[config.mk]
export PLATFORM = sky130hd
export DESIGN_NAME = vga_timing
export DESIGN_NICKNAME = d
export VERILOG_FILES = /design/src/rtl/vga_timing.sv
export SDC_FILE = /design/constraint.sdc
export NUM_CORES = 1
export LEC_CHECK = 0
export BUFFER_PORTS_ARGS = -buffer_cell sky130_fd_sc_hd__buf_4
export CORE_UTILIZATION = 45
export DETAILED_ROUTE_END_ITERATION = 8
export GPL_TIMING_DRIVEN = 0
export PLACE_DENSITY_LB_ADDON = 0.05
export SETUP_SLACK_MARGIN = 0.05
export SYNTH_ARGS = -nofsm -noshare
export SYNTH_HDL_FRONTEND = slang
export SYNTH_SLANG_ARGS = --single-unit
export TNS_END_PERCENT = 5
[constraint.sdc]
create_clock -name clk40 -period 4.4 [get_ports clk40]
set_input_delay 0.22 -clock clk40 [delete_from_list [all_inputs] [get_ports clk40]]
set_output_delay 0.22 -clock clk40 [all_outputs]
set_load 0.01 [all_outputs]
[src/rtl/vga_timing.sv]
// 800x600@60 Hz VGA timing generator: free-running pixel/line counters with
// registered sync, blanking and end-of-frame flags, all aligned to the counts.
module vga_timing #(
    parameter int H_VISIBLE = 800,
    parameter int H_FP      = 40,
    parameter int H_SYNC    = 128,
    parameter int H_BP      = 88,
    parameter int V_VISIBLE = 600,
    parameter int V_FP      = 1,
    parameter int V_SYNC    = 4,
    parameter int V_BP      = 23
) (
    input  logic        clk40,
    input  logic        rst,
    output logic [10:0] hcount,
    output logic [10:0] vcount,
    output logic        hsync,
    output logic        vsync,
    output logic        hblnk,
    output logic        vblnk,
    output logic        frame_end
);

    localparam int H_TOTAL_I = H_VISIBLE + H_FP + H_SYNC + H_BP;
    localparam int V_TOTAL_I = V_VISIBLE + V_FP + V_SYNC + V_BP;

    if (H_TOTAL_I > 2048 || V_TOTAL_I > 2048) begin : gBadTotals
        $error("vga_timing: H_TOTAL and V_TOTAL must not exceed 2048");
    end

    localparam logic [10:0] H_LAST       = 11'(H_TOTAL_I - 1);
    localparam logic [10:0] V_LAST       = 11'(V_TOTAL_I - 1);
    localparam logic [10:0] H_VIS        = 11'(H_VISIBLE);
    localparam logic [10:0] V_VIS        = 11'(V_VISIBLE);
    localparam logic [10:0] H_SYNC_FIRST = 11'(H_VISIBLE + H_FP);
    localparam logic [10:0] H_SYNC_LAST  = 11'(H_VISIBLE + H_FP + H_SYNC - 1);
    localparam logic [10:0] V_SYNC_FIRST = 11'(V_VISIBLE + V_FP);
    localparam logic [10:0] V_SYNC_LAST  = 11'(V_VISIBLE + V_FP + V_SYNC - 1);

    logic [10:0] hcount_q, hcount_d;
    logic [10:0] vcount_q, vcount_d;
    logic        hsync_q, hsync_d;
    logic        vsync_q, vsync_d;
    logic        hblnk_q, hblnk_d;
    logic        vblnk_q, vblnk_d;
    logic        frame_end_q, frame_end_d;

    // Out-of-range counts (only reachable by forcing) fall back to 0 next cycle.
    always_comb begin
        hcount_d = hcount_q + 11'd1;
        vcount_d = vcount_q;
        if (hcount_q >= H_LAST) begin
            hcount_d = '0;
            vcount_d = (vcount_q >= V_LAST) ? '0 : vcount_q + 11'd1;
        end else if (vcount_q > V_LAST) begin
            vcount_d = '0;
        end
    end

    // Flags decode the next-state counts so the registered outputs line up
    // with the registered counts and never glitch.
    always_comb begin
        hblnk_d     = (hcount_d >= H_VIS);
        vblnk_d     = (vcount_d >= V_VIS);
        hsync_d     = (hcount_d >= H_SYNC_FIRST) && (hcount_d <= H_SYNC_LAST);
        vsync_d     = (vcount_d >= V_SYNC_FIRST) && (vcount_d <= V_SYNC_LAST);
        frame_end_d = (hcount_d == H_LAST) && (vcount_d == V_LAST);
    end

    always_ff @(posedge clk40 or negedge rst) begin
        if (!rst) begin
            hcount_q    <= '0;
            vcount_q    <= '0;
            hsync_q     <= 1'b0;
            vsync_q     <= 1'b0;
            hblnk_q     <= 1'b0;
            vblnk_q     <= 1'b0;
            frame_end_q <= 1'b0;
        end else begin
            hcount_q    <= hcount_d;
            vcount_q    <= vcount_d;
            hsync_q     <= hsync_d;
            vsync_q     <= vsync_d;
            hblnk_q     <= hblnk_d;
            vblnk_q     <= vblnk_d;
            frame_end_q <= frame_end_d;
        end
    end

    assign hcount    = hcount_q;
    assign vcount    = vcount_q;
    assign hsync     = hsync_q;
    assign vsync     = vsync_q;
    assign hblnk     = hblnk_q;
    assign vblnk     = vblnk_q;
    assign frame_end = frame_end_q;

endmodule

Yosys cells after proc, flatten, opt, wreduce, memory -nomap -nowiden
Index checks and enable logic that the tools add are counted.
{"block": "op_classes", "n_addsub": 2, "order_cmp": 9, "n_eq_ne": 2, "muxes": 4, "reduce_logical": 3}
{"cell": "11-bit by 10-bit >= comparator with 1-bit output (second input constant)", "n": 5}
{"cell": "11-bit two-way mux", "n": 4}
{"cell": "11-bit by 1-bit adder with 11-bit output (second input constant)", "n": 2}
{"cell": "11-bit by 10-bit less-or-equal comparator with 1-bit output (second input constant)", "n": 2}
{"cell": "11-bit by 10-bit == test with 1-bit output (second input constant)", "n": 1}
{"cell": "11-bit == test (second input constant)", "n": 1}
{"cell": "11-bit >= comparator (second input constant)", "n": 1}
{"cell": "11-bit by 10-bit > comparator with 1-bit output (second input constant)", "n": 1}
{"cell": "1-bit logical AND", "n": 3}
{"block": "word_totals", "register_bits": 27, "input_bits": 2, "elab_cells": 27}

Longest topological paths before layout
Gate-level depths: netlist of the first run.
{"block": "logic_depth", "word_depth": 5, "depth_mapped": 9, "ltp_nobuf": 8}

Least setup slack after synthesis of the first run
No wires, ideal clock.
{"block": "synth_timing", "kind": "reg-to-reg", "start": "reg hcount_q[6], in the netlist hcount[6]", "end": "reg vsync_q, in the netlist vsync", "setup_ns": 0.096, "arrival_ns": 2.467, "required_ns": 4.304, "setup_slack_ns": 1.838, "stages_incl_launch_ff": 9, "path_buffers": 1, "period_less_slack_ns": 2.562, "path_cell_list": "dfrtp_1 > or4_4 > a211o_1 > buf_6 > nand4_1 > mux2_2 > o211ai_2 > a21bo_1 > a311oi_2"}
{"block": "synth_between", "elab_chain_cells": 4}
{"element": "from (decl)", "line": "40", "source": "logic [10:0] hcount_q, hcount_d;"}
{"element": "from (signal assigned)", "line": "80", "source": "hcount_q <= hcount_d;"}
{"element": "11-bit >= comparator (*)", "line": "52", "source": "if (hcount_q >= H_LAST) begin"}
{"element": "11-bit two-way mux (*)", "line": "52"}
{"element": "11-bit by 10-bit >= comparator with 1-bit output or 11-bit by 10-bit less-or-equal comparator with 1-bit output (tied branches)", "line": "66", "source": "vsync_d = (vcount_d >= V_SYNC_FIRST) && (vcount_d <= V_SYNC_LAST);"}
{"element": "1-bit logical AND (*)", "line": "66"}
{"element": "named net vsync_d", "line": "43", "source": "logic vsync_q, vsync_d;"}
{"element": "to (signal assigned)", "line": "83", "source": "vsync_q <= vsync_d;"}
{"element": "to (decl)", "line": "43"}
Mark *: on every way through the listed nets, which the timed path passes. The rest lies on a longest branch.

Worst setup path after layout of the first run
{"block": "layout_timing", "start": "reg hcount_q[5], in the netlist hcount[5]", "end": "reg vsync_q, in the netlist vsync"}
The elaborated chain is that of the path after synthesis.

==> summary.txt, run 1 <==
Status = complete, no violations
CTS Buf Count = 3
Post-Synth Simple-Gate Area = 26.66%
Gr ovfl total = 0
Top-Level Pins = 29
Initial DRT Pass Iterations = 4
Top_reg_cell synth = dfrtp_1
Combinational share of power = 3.3%
Number of global-route vias before repair = 1246
R2R setup slack = 1660 ps
DIE HEIGHT = 61.64 um
Compound-Gate Fraction of Synth Area = 17.04%
Detailed-route via count = 1374
GRT Overall Usage = 22.77%
Syn_nets = 170
Full die area = 0.003799 mm2
Reg2reg start = hcount[5]
Post-synthesis adder-cell area fraction = 1.564%
Minimum clock period = 2736 ps
Worst Skew = 3.727 ps
Fraction of layout instances using a drive strength above 1 = 25.13%
CTS Root Cell = clkbuf_4
Filler Cell Count = 321
Post-synthesis sequential area ratio = 42.22%
Placed cell area = 0.001868 mm2
Slew headroom = 57.55%
Fin nets = 204
Synth-to-layout area growth = 19.00%
Worst hold-check path type = primary input to async pin
Yosys warning total = 0
Antenna violations before repair = 0
Final core utilization = 56.62%
Crit share post-route = 62.19%
Clock Latency Late Sink = 330 ps
CP startpoint kind = flop
FFs w/ async S/R, synth = 100.0%
Routed wire length = 3964 um
Post-DR vias/cell = 5.608
Crit path max fanout = 9
Final hold vios = 0
Final Max Tran Viols = 0
Max VDD drop = 0.1269 mV
Post-route DRC violation count = 0
Yosys reg bits = 27
Most instantiated cells after synthesis = 27 x dfrtp_1, 20 x nor2_1, 12 x nand3_1, 10 x nand2_1
Crit Path Category = flop to flop
Post-route setup TNS = 0 ps
Core Rows = 21
Xor/xnor share of the synthesized area = 7.584%
TritonCTS clock tree = yes
Max cap viols = 0
RSZ-0062 raised after global routing = no
Largest net degree at the start of global routing = 28
Dominant cells by area after synthesis = dfrtp_1 42%, xor2_1 4.9%, nor2_1 4.7%
1st-iter DRT viols = 122
Setup slack after layout = 1664 ps
Mapped Area = 0.001600 mm2
Mean Syn Cell Area = 9.640 um2
H-Tree Depth = 1
Placement Setup Slack = 1699 ps
DPL Wire Length = 2968 um
Gp weighted congestion = 0.9356
EDFF count, synth = 0
Tightest Pin Transition = 635.8 ps
Clk slew on worst S/H paths = 140 ps
Clock buffer depth = 2
Largest family of logic cells by synthesized area = simple AND/OR/NAND/NOR gates
CTS sink cnt = 27
R2R Path End = vsync
Pwr per Cell Area = 194.3 mW/mm2
Clock power frac = 29.3%
Post-synthesis mux area share = 1.329%
Switch Pwr = 0.08241 mW
Arr. time, crit path = 2980 ps
PostCTS Resize Cnt = 0
Final setup viols = 0
Mapped Cells = 166
Port-buffer cells = 28
Core area = 0.003363 mm2
Maximum clock rate = 0.3655 GHz
Setup crit end kind = flop
P_leak = 0.8800 nW
Count leader, synth = dfrtp_1
DR WL/cell = 16.18 um
Cell area after layout = 0.001904 mm2
First-pass GRT wire length = 6216 um
Tot Pwr = 0.3701 mW
Area leader, netlist = dfrtp_1
Yosys top cell area share = 42.22%
N_diodes = 0
Die width = 61.64 um
Initial Util = 47.58%
Switching share of power = 22.27%
Internal power = 0.2877 mW
Detail Route Antenna Nets = 0
Critical Path RT = 4650 ps
Synth cell types = 60
Power share of the sequential group = 67.4%
Worst r2r path cells = 8
==> worst max path at each step <==
stage               from  endpoint  cells after the start
3_5_place_dp   hcount[5]     vsync                      8
6_report       hcount[5]     vsync                      8
3_3_place_gp   hcount[5]     vsync                      8
4_1_cts        hcount[5]     vsync                      8
5_1_grt        vcount[0]     vsync                      7
2_1_floorplan  hcount[6]     vsync                      8
==> per-layer routing <==
layer,vias up,part of all wire (%),global-route usage [%]
li1,674,-,-
met3,4,3.5,3.151
met1,669,51,34.86
met2,27,45,33.79
met4,0,0.86,5.397
met5,-,0,0
==> cells by family (layout without fill, tap and decap cells) <==
logic type | Yosys count | in the layout
AO/OA/AOI/OAI | 31 | 31
multiplexers | 2 | 2
AND/OR/NAND/NOR | 78 | 78
adder cells (fa/ha/maj) | 2 | 2
flip-flops | 27 | 27
buffers and inverters | 12 | 45
XOR/XNOR | 13 | 13
other | 1 | 1
==> sequential cells by signal (all words and copies together) (netlist names) <==
signal,flops
frame_end,1
hblnk,1
hcount,11
hsync,1
vblnk,1
vcount,11
vsync,1
==> worst max-delay path: stages (launching register included) <==
cell	delay, ps
dfrtp_1	490
or4_4	550
a211o_1	250
buf_6	150
nand4_1	120
mux2_2	350
o211ai_2	210
a21bo_1	260
a311oi_2	270
==> cell usage in the layout (no fill, tap or decap), types with 4 or more instances in the layout <==
master / count
and2_1: 4
and3_1: 5
buf_4: 28
dfrtp_1: 27
inv_1: 9
nand2_1: 10
nand3_1: 12
nand4_1: 5
nor2_1: 20
nor3_1: 5
xor2_1: 9
==> what timing repair did <==
action,4_1_cts,5_1_grt
hold buffers,1,0
hold endpoints to repair,27,0
buffers inserted,0,0
==> power groups by stage <==
stage | Combinational, mW | Sequential [mW] | Clock [mW]
floorplan | 0.00400 | 0.254 | 0
global placement | 0.0116 | 0.254 | 0
detailed placement | 0.0118 | 0.254 | 0
CTS | 0.0126 | 0.249 | 0.112
global route | 0.0139 | 0.250 | 0.123
finish | 0.0122 | 0.249 | 0.109
==> final cells by class <==
cell class	count	area, um2	area share (%)
flip-flops and latches	27	675.6	35.48
inverters	9	33.78	1.774
plain buffers	3	20.02	1.051
clock buffers	4	26.28	1.380
repair buffers	29	220.2	11.56
well taps	46	57.56	3.022
multi-input cells	127	870.8	45.73
==> through the flow <==
step	hold slack, ps	cells
finish	313.1	245
global route	343.2	245
detailed placement	156.0	240
CTS	331.4	245
floorplan	-75.59	166
global placement	149.9	240
Note: power is estimated with default switching activity, not from simulation.
==> inputs of run 2 (changes only) <==
Settings changed: ABC_AREA set to 1.
Clock period 4.4 ns to 2.7 ns, I/O delays scaled along.
==> run 2 against run 1 <==
  * Sequential power is 63% higher
  * Wire length is 13% lower
  * Clock skew is 4.6 ps higher
  * Highest routed layer unchanged
  * Register-to-register slack worse by 1100 ps
  * Area after synthesis is 3.0% higher
  * Die area is 2.9% higher
  * Utilization is 0.67 points higher
  * Critical path depth is 3 higher
  * Critical path type unchanged
  * Largest cell class unchanged
  * Fmax is 29% higher
  * Sequential cell count stayed put
==> summary.txt, run 2 <==
TritonCTS clock tree = yes (unchanged)
Core area = 0.003416 mm2 (was 0.003363 mm2)
Initial DRT Pass Iterations = 4 (unchanged)
DPL Wire Length = 2677 um (was 2968 um)
Maximum clock rate = 0.4710 GHz (was 0.3655 GHz)
Yosys warning total = 0 (unchanged)
Non-Filler Instances = 310 (was 245)
Mean Syn Cell Area = 7.139 um2 (was 9.640 um2)
Commonest non-fill, non-tap cell in the layout = nand2_1 (was buf_4)
Setup Buffers After CTS = 0 (unchanged)
Final hold vios = 0 (unchanged)
Post-route setup TNS = 0 ps (unchanged)
Initial Util = 48.28% (was 47.58%)
Final Max Tran Viols = 0 (unchanged)
DR WL/cell = 11.11 um (was 16.18 um)
Arr. time, crit path = 2390 ps (was 2980 ps)
Most instantiated cells after synthesis = 69 x nand2_1, 33 x inv_1, 27 x dfrtp_1, 27 x nand3_1, 26 x nor2_1 (was 27 x dfrtp_1, 20 x nor2_1, 12 x nand3_1, 10 x nand2_1)
Commonest cells after routing, fill and taps aside = 69 x nand2_1, 33 x inv_1, 28 x buf_4 (was 28 x buf_4, 27 x dfrtp_1, 20 x nor2_1)
Mapped Area = 0.001649 mm2 (was 0.001600 mm2)
Top_reg_cell synth = dfrtp_1 (unchanged)
Routed wire length = 3444 um (was 3964 um)
Worst hold-check path type = primary input to async pin (unchanged)
Number of global-route vias before repair = 1341 (was 1246)
FFs w/ async S/R, synth = 100.0% (unchanged)
Crit share post-route = 78.63% (was 62.19%)
Full die area = 0.003911 mm2 (was 0.003799 mm2)
Post-route DRC violation count = 0 (unchanged)
Post-synthesis adder-cell area fraction = 1.517% (was 1.564%)
GRT Overall Usage = 18.81% (was 22.77%)
Largest family of logic cells by synthesized area = simple AND/OR/NAND/NOR gates (unchanged)
Max cap viols = 0 (unchanged)
Port-buffer cells = 28 (unchanged)
EDFF count, synth = 0 (unchanged)
CTS sink cnt = 27 (unchanged)
Antenna violations before repair = 0 (unchanged)
Post-synthesis sequential area ratio = 40.97% (was 42.22%)
Clock buffer depth = 2 (unchanged)
Pwr per Cell Area = 313.3 mW/mm2 (was 194.3 mW/mm2)
Die width = 62.54 um (was 61.64 um)
Setup crit end kind = flop (unchanged)
CTS Root Cell = clkbuf_4 (unchanged)
Post-synthesis mux area share = 0% (was 1.329%)
Top-Level Pins = 29 (unchanged)
Max VDD drop = 0.2518 mV (was 0.1269 mV)
Cell Count Post-Placement = 305 (was 240)
Minimum clock period = 2123 ps (was 2736 ps)
CTS Buf Count = 3 (unchanged)
Yosys reg bits = 27 (unchanged)
First-pass GRT wire length = 6023 um (was 6216 um)
P_leak = 1.130 nW (was 0.8800 nW)
Xor/xnor share of the synthesized area = 4.249% (was 7.584%)
H-Tree Depth = 1 (unchanged)
Fraction of layout instances using a drive strength above 1 = 20.45% (was 25.13%)
Gp weighted congestion = 0.8118 (was 0.9356)
Count leader, synth = nand2_1 (was dfrtp_1)
Clock Latency Late Sink = 330 ps (about the same)
Critical Path RT = 2970 ps (was 4650 ps)
DIE HEIGHT = 62.54 um (was 61.64 um)
Clk slew on worst S/H paths = 160 ps (was 140 ps)
Largest net degree at the start of global routing = 28 (unchanged)
Final core utilization = 57.29% (was 56.62%)
Final setup viols = 0 (unchanged)
Yosys top cell area share = 40.97% (was 42.22%)
Detail Route Antenna Nets = 0 (unchanged)
Post-DR vias/cell = 4.823 (was 5.608)
N_diodes = 0 (unchanged)
Mapped Cells = 231 (was 166)
Dominant cells by area after synthesis = dfrtp_1 41%, nand2_1 16%, nand3_1 8.2% (was dfrtp_1 42%, xor2_1 4.9%, nor2_1 4.7%)
RSZ-0062 raised after global routing = no (unchanged)
Area leader, netlist = dfrtp_1 (unchanged)
Syn_nets = 235 (was 170)
Detailed-route via count = 1495 (was 1374)
Gr ovfl total = 0 (unchanged)
Fin nets = 269 (was 204)
Core Rows = 21 (unchanged)
CP startpoint kind = flop (unchanged)
Crit path max fanout = 10 (was 9)
Post-Synth Simple-Gate Area = 39.30% (was 26.66%)
Compound-Gate Fraction of Synth Area = 4.628% (was 17.04%)
Crit Path Category = flop to flop (unchanged)
Synth-to-layout area growth = 18.66% (was 19.00%)
1st-iter DRT viols = 64 (was 122)
Status = complete, no violations (unchanged)
Synth cell types = 27 (was 60)
Worst Skew = 8.291 ps (was 3.727 ps)
## run 2: per-stage QoR
stage | power (mW) | area [um2] | worst slack [ps] | hold slack [ps]
after global routing | 0.6393 | 1957 | 320.1 | 232.0
after global placement | 0.4332 | 1917 | 604.1 | 74.60
final | 0.6131 | 1957 | 577.0 | 223.8
after detailed placement | 0.4331 | 1917 | 602.7 | 70.49
after floorplan | 0.4210 | 1649 | 816.4 | -160.6
after CTS | 0.6176 | 1957 | 565.1 | 234.6
## run 2: repair_timing
item / in CTS / in global routing
hold endpoints to repair: 27 / 0
gates resized for setup: 0 / 0
hold buffers: 1 / 0
## run 2: cell type report
cell class | instances | area, um2
plain buffers | 1 | 11.26
clock buffers | 3 | 22.52
clock inverters | 1 | 7.507
fillers | 350 | 1459
inverters | 37 | 138.9
multi-input cells | 166 | 823.3
flip-flops and latches | 27 | 675.6
well taps | 46 | 57.56
repair buffers | 29 | 220.2
## run 2: cells by family (layout without fill, tap and decap cells)
group / after synthesis / after routing
xor+xnor: 8 / 8
fa+ha+maj: 2 / 2
simple gates: 143 / 143
buf+inv: 38 / 71
flops: 27 / 27
compound gates: 12 / 12
other cells: 1 / 1
## run 2: power by group
| group | leakage [nW] | switching [mW] | internal (mW) | total [mW] |
|---|---|---|---|---|
| combinational | 0.756 | 0.0149 | 0.00516 | 0.0201 |
| sequential | 0.361 | 0.000522 | 0.405 | 0.406 |
| clock | 0.0139 | 0.130 | 0.0566 | 0.187 |
| total | 1.13 | 0.146 | 0.467 | 0.613 |
## run 2: worst max-delay path, stage by stage (launching register included)
cell,delay [ps]
dfrtp_1,460
ha_1,250
nand2_1,70
inv_1,60
nand2_2,110
nand3_2,100
nand2_4,130
buf_6,160
nand3_1,120
nor4_1,340
nand4_1,140
nor2_1,130
## run 2: per-layer routing
metal	up-vias	wire (um)	global-route usage (%)	share of wire, %
met5	-	0	0	0
met4	0	11	1.744	0.32
met3	2	135	2.372	3.9
met2	32	1408	28.40	41
met1	668	1888	29.52	55
li1	793	-	-	-
## run 2: path summary, 6_finish.rpt
path / from / end / slack (ps) / cells past startpoint
worst max-delay path: hcount[0] / frame_end / 580 / 11
worst min-delay path: rst / hcount[4] / 220 / 2
worst max register to register: hcount[0] / frame_end / 580 / 11
worst min register to register: hcount[0] / hcount[0] / 550 / 1
max in group asynchronous: rst / frame_end / 2210 / 2
min in group clk40: hcount[0] / hcount[0] / 550 / 1
